==> config.mk <==
export PLATFORM = sky130hd
export DESIGN_NAME = rr_decode_arbiter
export DESIGN_NICKNAME = d
export VERILOG_FILES = /design/src/rtl/rr_decode_arbiter.sv
export SDC_FILE = /design/constraint.sdc
export NUM_CORES = 1
export LEC_CHECK = 0
export BUFFER_PORTS_ARGS = -buffer_cell sky130_fd_sc_hd__buf_2
export CAP_MARGIN = 5
export CORE_ASPECT_RATIO = 0.9
export CORE_MARGIN = 4
export CORE_UTILIZATION = 30
export CTS_BUF_LIST = sky130_fd_sc_hd__clkbuf_4 sky130_fd_sc_hd__clkbuf_8
export CTS_CLUSTER_SIZE = 40
export DETAILED_ROUTE_END_ITERATION = 6
export SLEW_MARGIN = 10
export SYNTH_ARGS = -nofsm -noshare
export SYNTH_HDL_FRONTEND = slang
export SYNTH_SLANG_ARGS = --single-unit
==> constraint.sdc <==
create_clock -name clk -period 4.4 [get_ports clk]
set_input_delay 0.22 -clock clk [delete_from_list [all_inputs] [get_ports clk]]
set_output_delay 0.22 -clock clk [all_outputs]
set_load 0.03 [all_outputs]
==> src/rtl/rr_decode_arbiter.sv <==
// rr_decode_arbiter: round-robin arbiter sharing one 3-to-8 one-hot select
// decoder among 8 requesters. A grant is held for at most HOLD_MAX cycles,
// and one idle cycle always separates consecutive grants.
// Optional feature macro: RR_DECODE_ARBITER_URGENT_EN (adds 'urgent' input;
// an urgent request from requester 0 wins in IDLE and ignores HOLD_MAX).
module rr_decode_arbiter #(
  parameter int unsigned HOLD_MAX = 16
) (
  input  logic       clk,
  input  logic       rst_n,
  input  logic [7:0] req,
`ifdef RR_DECODE_ARBITER_URGENT_EN
  input  logic       urgent,
`endif
  output logic       grant_en,
  output logic [2:0] grant_idx,
  output logic [7:0] grant_onehot,
  output logic       busy
);

  typedef enum logic {
    IDLE  = 1'b0,
    GRANT = 1'b1
  } state_t;

  localparam logic [7:0] HOLD_LIM = 8'(HOLD_MAX);

  state_t     state;
  logic [7:0] hold_cnt;
  logic [2:0] last_ptr;
  logic [2:0] rr_winner;
  logic       urgent_take;
  logic       urgent_hold;
  logic       release_now;

  // Round-robin scan: first set request starting just after last_ptr.
  always_comb begin
    logic [2:0] cand;
    logic       found;
    rr_winner = last_ptr;
    cand      = '0;
    found     = 1'b0;
    for (int unsigned k = 1; k <= 8; k++) begin
      cand = 3'(32'(last_ptr) + k);
      if (!found && req[cand]) begin
        rr_winner = cand;
        found     = 1'b1;
      end
    end
  end

  // Urgent override only applies to requester 0 when the feature is built in.
`ifdef RR_DECODE_ARBITER_URGENT_EN
  assign urgent_take = urgent & req[0];
`else
  assign urgent_take = 1'b0;
`endif

  // Release on request drop, or on hold expiry unless this is an urgent grant.
  assign release_now = !req[grant_idx] || (!urgent_hold && (hold_cnt == HOLD_LIM));

  // Arbitration FSM with registered decoder index/enable.
  always_ff @(posedge clk) begin
    if (!rst_n) begin
      state       <= IDLE;
      grant_en    <= 1'b0;
      grant_idx   <= '0;
      hold_cnt    <= '0;
      last_ptr    <= 3'd7;
      urgent_hold <= 1'b0;
    end else begin
      case (state)
        IDLE: begin
          if (req != '0) begin
            state    <= GRANT;
            grant_en <= 1'b1;
            hold_cnt <= 8'd1;
            if (urgent_take) begin
              grant_idx   <= 3'd0;
              last_ptr    <= 3'd0;
              urgent_hold <= 1'b1;
            end else begin
              grant_idx   <= rr_winner;
              last_ptr    <= rr_winner;
              urgent_hold <= 1'b0;
            end
          end
        end
        GRANT: begin
          if (release_now) begin
            state       <= IDLE;
            grant_en    <= 1'b0;
            urgent_hold <= 1'b0;
          end else begin
            hold_cnt <= hold_cnt + 8'd1;
          end
        end
        default: begin
          state    <= IDLE;
          grant_en <= 1'b0;
        end
      endcase
    end
  end

  // Decoder output is a pure function of the registered index/enable.
  assign grant_onehot = grant_en ? (8'b0000_0001 << grant_idx) : '0;
  assign busy         = grant_en;

endmodule

# Word level (Yosys, flattened, before mapping)
# Index checks and enable logic that the tools add are counted.
# totals
reg_bits	17
in_bits	10
out_inout_bits	13
elab_cells	97
# op_classes
n_addsub	9
n_lt_le_gt_ge	9
n_eq_ne	4
shift	1
muxes	45
bitwise	1
n_reduce_logical	22
# ops
cell	n
less-than comparator 3 x 4 -> 1 bit (second input constant)	9
binary-select mux 1 bit (select 3 bit)	9
2-to-1 mux 3 bit	8
2-to-1 mux 8 bit	3
2-to-1 mux 1 bit	21
one-hot mux 8 bit (2 select lines)	1
adder 3 bit (second input constant)	4
logical NOT 1 bit	9
adder 8 x 1 -> 8 bit (second input constant)	1
equality test 8 x 5 -> 1 bit (second input constant)	1
logical AND 1 bit	8
nonzero test 8 bit	1
<< shifter 1 x 3 -> 8 bit (first input constant)	1
adder 3 x 1 -> 3 bit (second input constant)	2
adder 3 x 2 -> 3 bit (second input constant)	2
one-hot mux 1 bit (2 select lines)	3
AND reduction 2 bit	3
inequality test 2 bit (second input constant)	2
inequality test 2 x 1 -> 1 bit (second input constant)	1
logical OR 1 bit	1
NOT 1 bit	1

# Longest topological paths before layout
# logic_depth
word_depth	25
depth_mapped	13
mapped_depth_nobuf	9

# Least setup slack after synthesis
# Ideal clock, no wire load.
# synth_timing
path_kind	flip-flop to flip-flop
start	register last_ptr[1]
end	register grant_idx[2]
t_arrival_ns	3.163
t_required_ns	4.282
path_slack_ns	1.120
stages_incl_launch_ff	13
period_less_slack_ns	3.280
path_cell_list	dfxtp_1 buf_2 clkbuf_1 inv_1 ha_1 buf_2 mux2_2 mux4_2 nor3b_1 nand3_1 o22a_1 a21oi_1 nor2_1
# synth_between
elab_chain_cells	25
elab_cells_between_ends	53
# synth_rtl
item	line	source
start: declaration	30	logic [2:0] last_ptr;
start signal: assignment	84	last_ptr <= rr_winner;
adder 3 x 1 -> 3 bit	44	cand = 3'(32'(last_ptr) + k);
binary-select mux 1 bit (select 3 bit)	45	if (!found && req[cand]) begin
2-to-1 mux 1 bit (implied by the code)	45	
2-to-1 mux 1 bit	45	
logical NOT 1 bit	45	
logical AND 1 bit	45	
2-to-1 mux 1 bit	45	
logical NOT 1 bit	45	
(+9 left out)	n/a	
logical AND 1 bit	45	
2-to-1 mux 1 bit	45	
logical NOT 1 bit	45	
logical AND 1 bit	45	
2-to-1 mux 1 bit	45	
logical NOT 1 bit	45	
logical AND 1 bit	45	
2-to-1 mux 3 bit *	45	
end signal: assignment	83	grant_idx <= rr_winner;
end: declaration	16	output logic [2:0] grant_idx,
# Mark *: on every way between the ends. The rest lies on a longest branch, timed or not. The select of a mux whose other input is x is not followed.
# A chain may end at the register's enable or synchronous reset.

# Final worst setup path
# layout_timing
start	register last_ptr[1]
end	register last_ptr[2]
# layout_between
elab_chain_cells	25
elab_cells_between_ends	53
# layout_rtl
item	line
adder 3 x 1 -> 3 bit	44
binary-select mux 1 bit (select 3 bit)	45
2-to-1 mux 1 bit (implied by the code)	45
2-to-1 mux 1 bit	45
logical NOT 1 bit	45
logical AND 1 bit	45
2-to-1 mux 1 bit	45
logical NOT 1 bit	45
(+9 left out)	n/a
logical AND 1 bit	45
2-to-1 mux 1 bit	45
logical NOT 1 bit	45
logical AND 1 bit	45
2-to-1 mux 1 bit	45
logical NOT 1 bit	45
logical AND 1 bit	45
2-to-1 mux 3 bit *	45
# Marks and branches as above.

==> flow_results.xml <==
<?xml version="1.0" encoding="UTF-8"?>
<metrics>
  <group name="routing">
    <metric name="detailedRoute.firstIterationViolations" unit="">159</metric>
    <metric name="routed_via_density" unit="">5.65</metric>
    <metric name="met1Wirelength" unit="um">2500</metric>
    <metric name="met3WireLength" unit="um">328</metric>
    <metric name="ant_nets" unit="">0</metric>
    <metric name="finalWirelength" unit="um">5180</metric>
    <metric name="top_layer_used" unit="">met4</metric>
    <metric name="detailedRoute.firstPassIterationCount" unit="">4</metric>
    <metric name="drt_drc_violations_left" unit="">0</metric>
    <metric name="average_wire_per_cell_in_the_routed_design" unit="um">15.6</metric>
    <metric name="wl_met2" unit="um">2280</metric>
    <metric name="detailroute.via_count" unit="">1870</metric>
  </group>
  <group name="clocking">
    <metric name="clock-sinks" unit="">16</metric>
    <metric name="post_cts.repair.setup_buffers" unit="">0</metric>
    <metric name="cts-root-to-sink-buffers" unit="">2</metric>
    <metric name="cts_made_buffers" unit="">3</metric>
    <metric name="ctsHoldBuffers" unit="">0</metric>
    <metric name="cts_tree" unit="">yes</metric>
    <metric name="clock_tree.htree_level_count" unit="">1</metric>
    <metric name="clk_pin_slew_worst_paths" unit="ps">60</metric>
    <metric name="worstSkewPairLatency" unit="ps">250</metric>
    <metric name="clock_tree.root_cell" unit="">sky130_fd_sc_hd__clkbuf_8</metric>
    <metric name="ctsResizeCount" unit="">0</metric>
  </group>
  <group name="sta">
    <metric name="min_period_over_period" unit="%">73.0</metric>
    <metric name="final.setup.tns" unit="ps">0</metric>
    <metric name="max_clock_freq" unit="MHz">311</metric>
    <metric name="post-route-worst-setup-slack" unit="ps">1190</metric>
    <metric name="skew" unit="ps">1.81</metric>
    <metric name="timing.final.crit_period" unit="ps">3210</metric>
    <metric name="final-hold-violation-count" unit="">0</metric>
    <metric name="report.final.setup_viol" unit="">0</metric>
    <metric name="grt_setup_unrepaired" unit="">false</metric>
    <metric name="report.final.slew_viol_count" unit="">0</metric>
    <metric name="worst_slew_pin_slew" unit="ps">770</metric>
    <metric name="fin_hold_ws" unit="ps">305</metric>
    <metric name="slew-limit-headroom" unit="%">48.6</metric>
  </group>
  <group name="global_route">
    <metric name="global_route.usage.total" unit="%">13.3</metric>
    <metric name="grt_first_pass_wirelength" unit="um">8720</metric>
    <metric name="grt_remaining_overflow" unit="">0</metric>
    <metric name="grt_start_max_net_pins" unit="">21</metric>
    <metric name="first_global_vias" unit="">1708</metric>
    <metric name="initial_antenna_violation_count" unit="">0</metric>
  </group>
  <group name="synthesis">
    <metric name="mappedNetlistArea" unit="sq um">1970</metric>
    <metric name="synth_cell_types" unit="">54</metric>
    <metric name="synth-seq-cells" unit="">16</metric>
    <metric name="synthArstFlopShare" unit="%">0</metric>
    <metric name="synth_sequential_area_ratio" unit="%">16.3</metric>
    <metric name="synthesis.area_per_instance" unit="sq um">8.41</metric>
    <metric name="synth_nets" unit="">248</metric>
    <metric name="cells_after_synth" unit="">234</metric>
    <metric name="synth-warning-count" unit="">0</metric>
    <metric name="synth-edff-count" unit="">0</metric>
    <metric name="yosys_most_used_dff" unit="">sky130_fd_sc_hd__dfxtp_1</metric>
  </group>
  <group name="place">
    <metric name="detailedPlace.worstSlack" unit="ps">1230</metric>
    <metric name="gp_congestion" unit="">0.985</metric>
    <metric name="dp_cells" unit="">327</metric>
    <metric name="dp_hpwl" unit="um">3840</metric>
    <metric name="io_buffers" unit="">22</metric>
    <metric name="placement.cell_area" unit="sq um">2120</metric>
  </group>
  <group name="finish">
    <metric name="design.final.nets" unit="">259</metric>
    <metric name="utilization" unit="%">34.9</metric>
    <metric name="syn_to_final_growth" unit="%">10.8</metric>
    <metric name="n_antenna_cell" unit="">0</metric>
    <metric name="final_cell_count_no_fill" unit="">331</metric>
    <metric name="layout.cell_area.non_filler" unit="sq um">2180</metric>
    <metric name="fraction_of_final_layout_cells_sized_beyond_drive_strength_1" unit="%">22.1</metric>
  </group>
  <group name="critical_path">
    <metric name="worstPathRequired" unit="ps">4580</metric>
    <metric name="critPathLaunchType" unit="">flip-flop</metric>
    <metric name="crit-reg2reg-capture" unit="">last_ptr[2]$_SDFFE_PN1P_</metric>
    <metric name="critical_path_arrival" unit="ps">3390</metric>
    <metric name="worst-r2r-cell-count" unit="">10</metric>
    <metric name="worstSetupEndpointType" unit="">flip-flop</metric>
    <metric name="worst-r2r-setup-slack" unit="ps">1190</metric>
    <metric name="worstPathBufferInverterCount" unit="">2</metric>
    <metric name="worst_path_dominant_cell_family" unit="">simple AND/OR/NAND/NOR gates</metric>
    <metric name="criticalPathCategory" unit="">reg -&gt; reg</metric>
    <metric name="crit_path_max_fanout" unit="">15</metric>
    <metric name="crit_chain" unit="">inv_1 -&gt; ha_1 -&gt; buf_4 -&gt; mux4_2 -&gt; or4_4 -&gt; nor3_4 -&gt; nand3_2 -&gt; and3_4 -&gt; a21boi_1 -&gt; a31oi_1</metric>
    <metric name="critical-path-max-stage-delay" unit="ps">620</metric>
    <metric name="critical-path-slowest-cell" unit="">sky130_fd_sc_hd__ha_1</metric>
    <metric name="regToRegStartpoint" unit="">last_ptr[1]$_SDFFE_PN1P_</metric>
  </group>
  <group name="die">
    <metric name="die_area" unit="sq um">7920</metric>
    <metric name="row_count" unit="">27</metric>
    <metric name="die_w" unit="um">93.4</metric>
    <metric name="starting_density_of_the_core" unit="%">31.5</metric>
    <metric name="design.core.area" unit="sq um">6250</metric>
    <metric name="io_pins" unit="">23</metric>
    <metric name="dieHeight" unit="um">84.8</metric>
  </group>
  <group name="power_and_ir_drop">
    <metric name="power.ir.vdd_worst" unit="mV">0.243</metric>
    <metric name="total_leakage_power" unit="nW">0.855</metric>
    <metric name="powerDensity" unit="nW/um^2">724</metric>
    <metric name="total_power" unit="mW">1.58</metric>
  </group>
  <group name="outcome">
    <metric name="outcome" unit="">finished, final reports clean</metric>
  </group>
  <group name="min_path">
    <metric name="timing.hold.worst_endpoint" unit="">last_ptr[0]$_SDFFE_PN1P_</metric>
    <metric name="timing.hold.worst_path_depth" unit="">2</metric>
    <metric name="hold_crit_path_type" unit="">in -&gt; reg</metric>
    <metric name="hold_path.startpoint" unit="">rst_n</metric>
  </group>
  <group name="run">
    <metric name="max-cap-violations" unit="">0</metric>
  </group>
</metrics>
[routing by layer]
| metal | track usage [%] | up-vias |
|---|---|---|
| met5 | 0 | - |
| met4 | 2.80 | 0 |
| met3 | 2.30 | 6 |
| met2 | 19.9 | 68 |
| met1 | 19.9 | 888 |
| li1 | - | 908 |
[synth_stat cells (all sizes together) (3+ instances only)]
library cell | n | area, sq um
a211oi | 5 | 37.5
a21boi | 3 | 22.5
a21oi | 11 | 55.1
a221o | 3 | 30.0
a31oi | 3 | 18.8
and2 | 5 | 31.3
and3 | 5 | 36.3
buf | 7 | 43.8
clkbuf | 13 | 48.8
dfxtp | 16 | 320
ha | 4 | 50.1
inv | 6 | 22.5
mux2 | 10 | 113
mux2i | 15 | 150
mux4 | 12 | 270
nand2 | 15 | 56.3
nand2b | 4 | 25.0
nand3 | 11 | 60.1
nand4 | 4 | 25.0
nor2 | 21 | 78.8
nor3 | 7 | 46.3
nor4 | 7 | 50.1
o21ai | 7 | 35.0
o2bb2ai | 3 | 26.3
xnor2 | 3 | 26.3
xor2 | 9 | 78.8
[area by class of cell]
| class | count | area, sq um |
|---|---|---|
| fill | 642 | 4070 |
| multi-input combinational | 192 | 1530 |
| sequential | 16 | 320 |
| timing repair buffer | 26 | 140 |
| tap | 87 | 109 |
| clock buffer | 4 | 55.1 |
| inverter | 6 | 22.5 |
[power breakdown]
group          switching [mW]  internal (mW)
Combinational           0.701          0.510
Sequential             0.0614          0.173
Clock                  0.0510         0.0793
[state kept, by name (all words and copies together) (netlist names)]
register,count
last_ptr,3
busy,1
hold_cnt,8
state,1
grant_idx,3
[cells in the final DEF, fill, tap and decap left out, types with 4 or more instances in the layout]
master and instances:
sky130_fd_sc_hd__buf_4 4, sky130_fd_sc_hd__a21oi_1 11, sky130_fd_sc_hd__buf_2 22, sky130_fd_sc_hd__and2_1 5, sky130_fd_sc_hd__nor2_1 21, sky130_fd_sc_hd__nand3_1 10, sky130_fd_sc_hd__mux4_2 12, sky130_fd_sc_hd__mux2i_1 15
sky130_fd_sc_hd__nand2b_1 4, sky130_fd_sc_hd__mux2_2 7, sky130_fd_sc_hd__o21ai_1 4, sky130_fd_sc_hd__xor2_1 9, sky130_fd_sc_hd__nor3_1 6, sky130_fd_sc_hd__and3_1 4, sky130_fd_sc_hd__nor4_1 6, sky130_fd_sc_hd__nand2_1 15
sky130_fd_sc_hd__a211oi_1 5, sky130_fd_sc_hd__nand4_1 4, sky130_fd_sc_hd__clkbuf_8 4, sky130_fd_sc_hd__ha_1 4, sky130_fd_sc_hd__dfxtp_1 16, sky130_fd_sc_hd__inv_1 6
[worst max path at each step]
stage	from	end	slack, ps	cells after the start
floorplan	last_ptr[1]$_SDFFE_PN1P_	grant_idx[2]$_SDFFE_PN0P_	1120	12
global placement	last_ptr[1]$_SDFFE_PN1P_	grant_idx[2]$_SDFFE_PN0P_	1280	9
detailed placement	last_ptr[1]$_SDFFE_PN1P_	last_ptr[2]$_SDFFE_PN1P_	1230	10
CTS	last_ptr[1]$_SDFFE_PN1P_	last_ptr[2]$_SDFFE_PN1P_	1230	10
global route	last_ptr[1]$_SDFFE_PN1P_	last_ptr[2]$_SDFFE_PN1P_	950	10
finish	last_ptr[1]$_SDFFE_PN1P_	last_ptr[2]$_SDFFE_PN1P_	1190	10
[kinds of logic after synthesis]
| family | Yosys count | share of synthesized area [%] |
|---|---|---|
| simple gates | 87 | 24.1 |
| compound gates | 52 | 18.8 |
| mux | 37 | 27.1 |
| buf+inv | 26 | 5.85 |
| flops | 16 | 16.3 |
| xor+xnor | 12 | 5.34 |
| fa+ha+maj | 4 | 2.54 |
No activity file was read; power rests on OpenSTA's default activity.
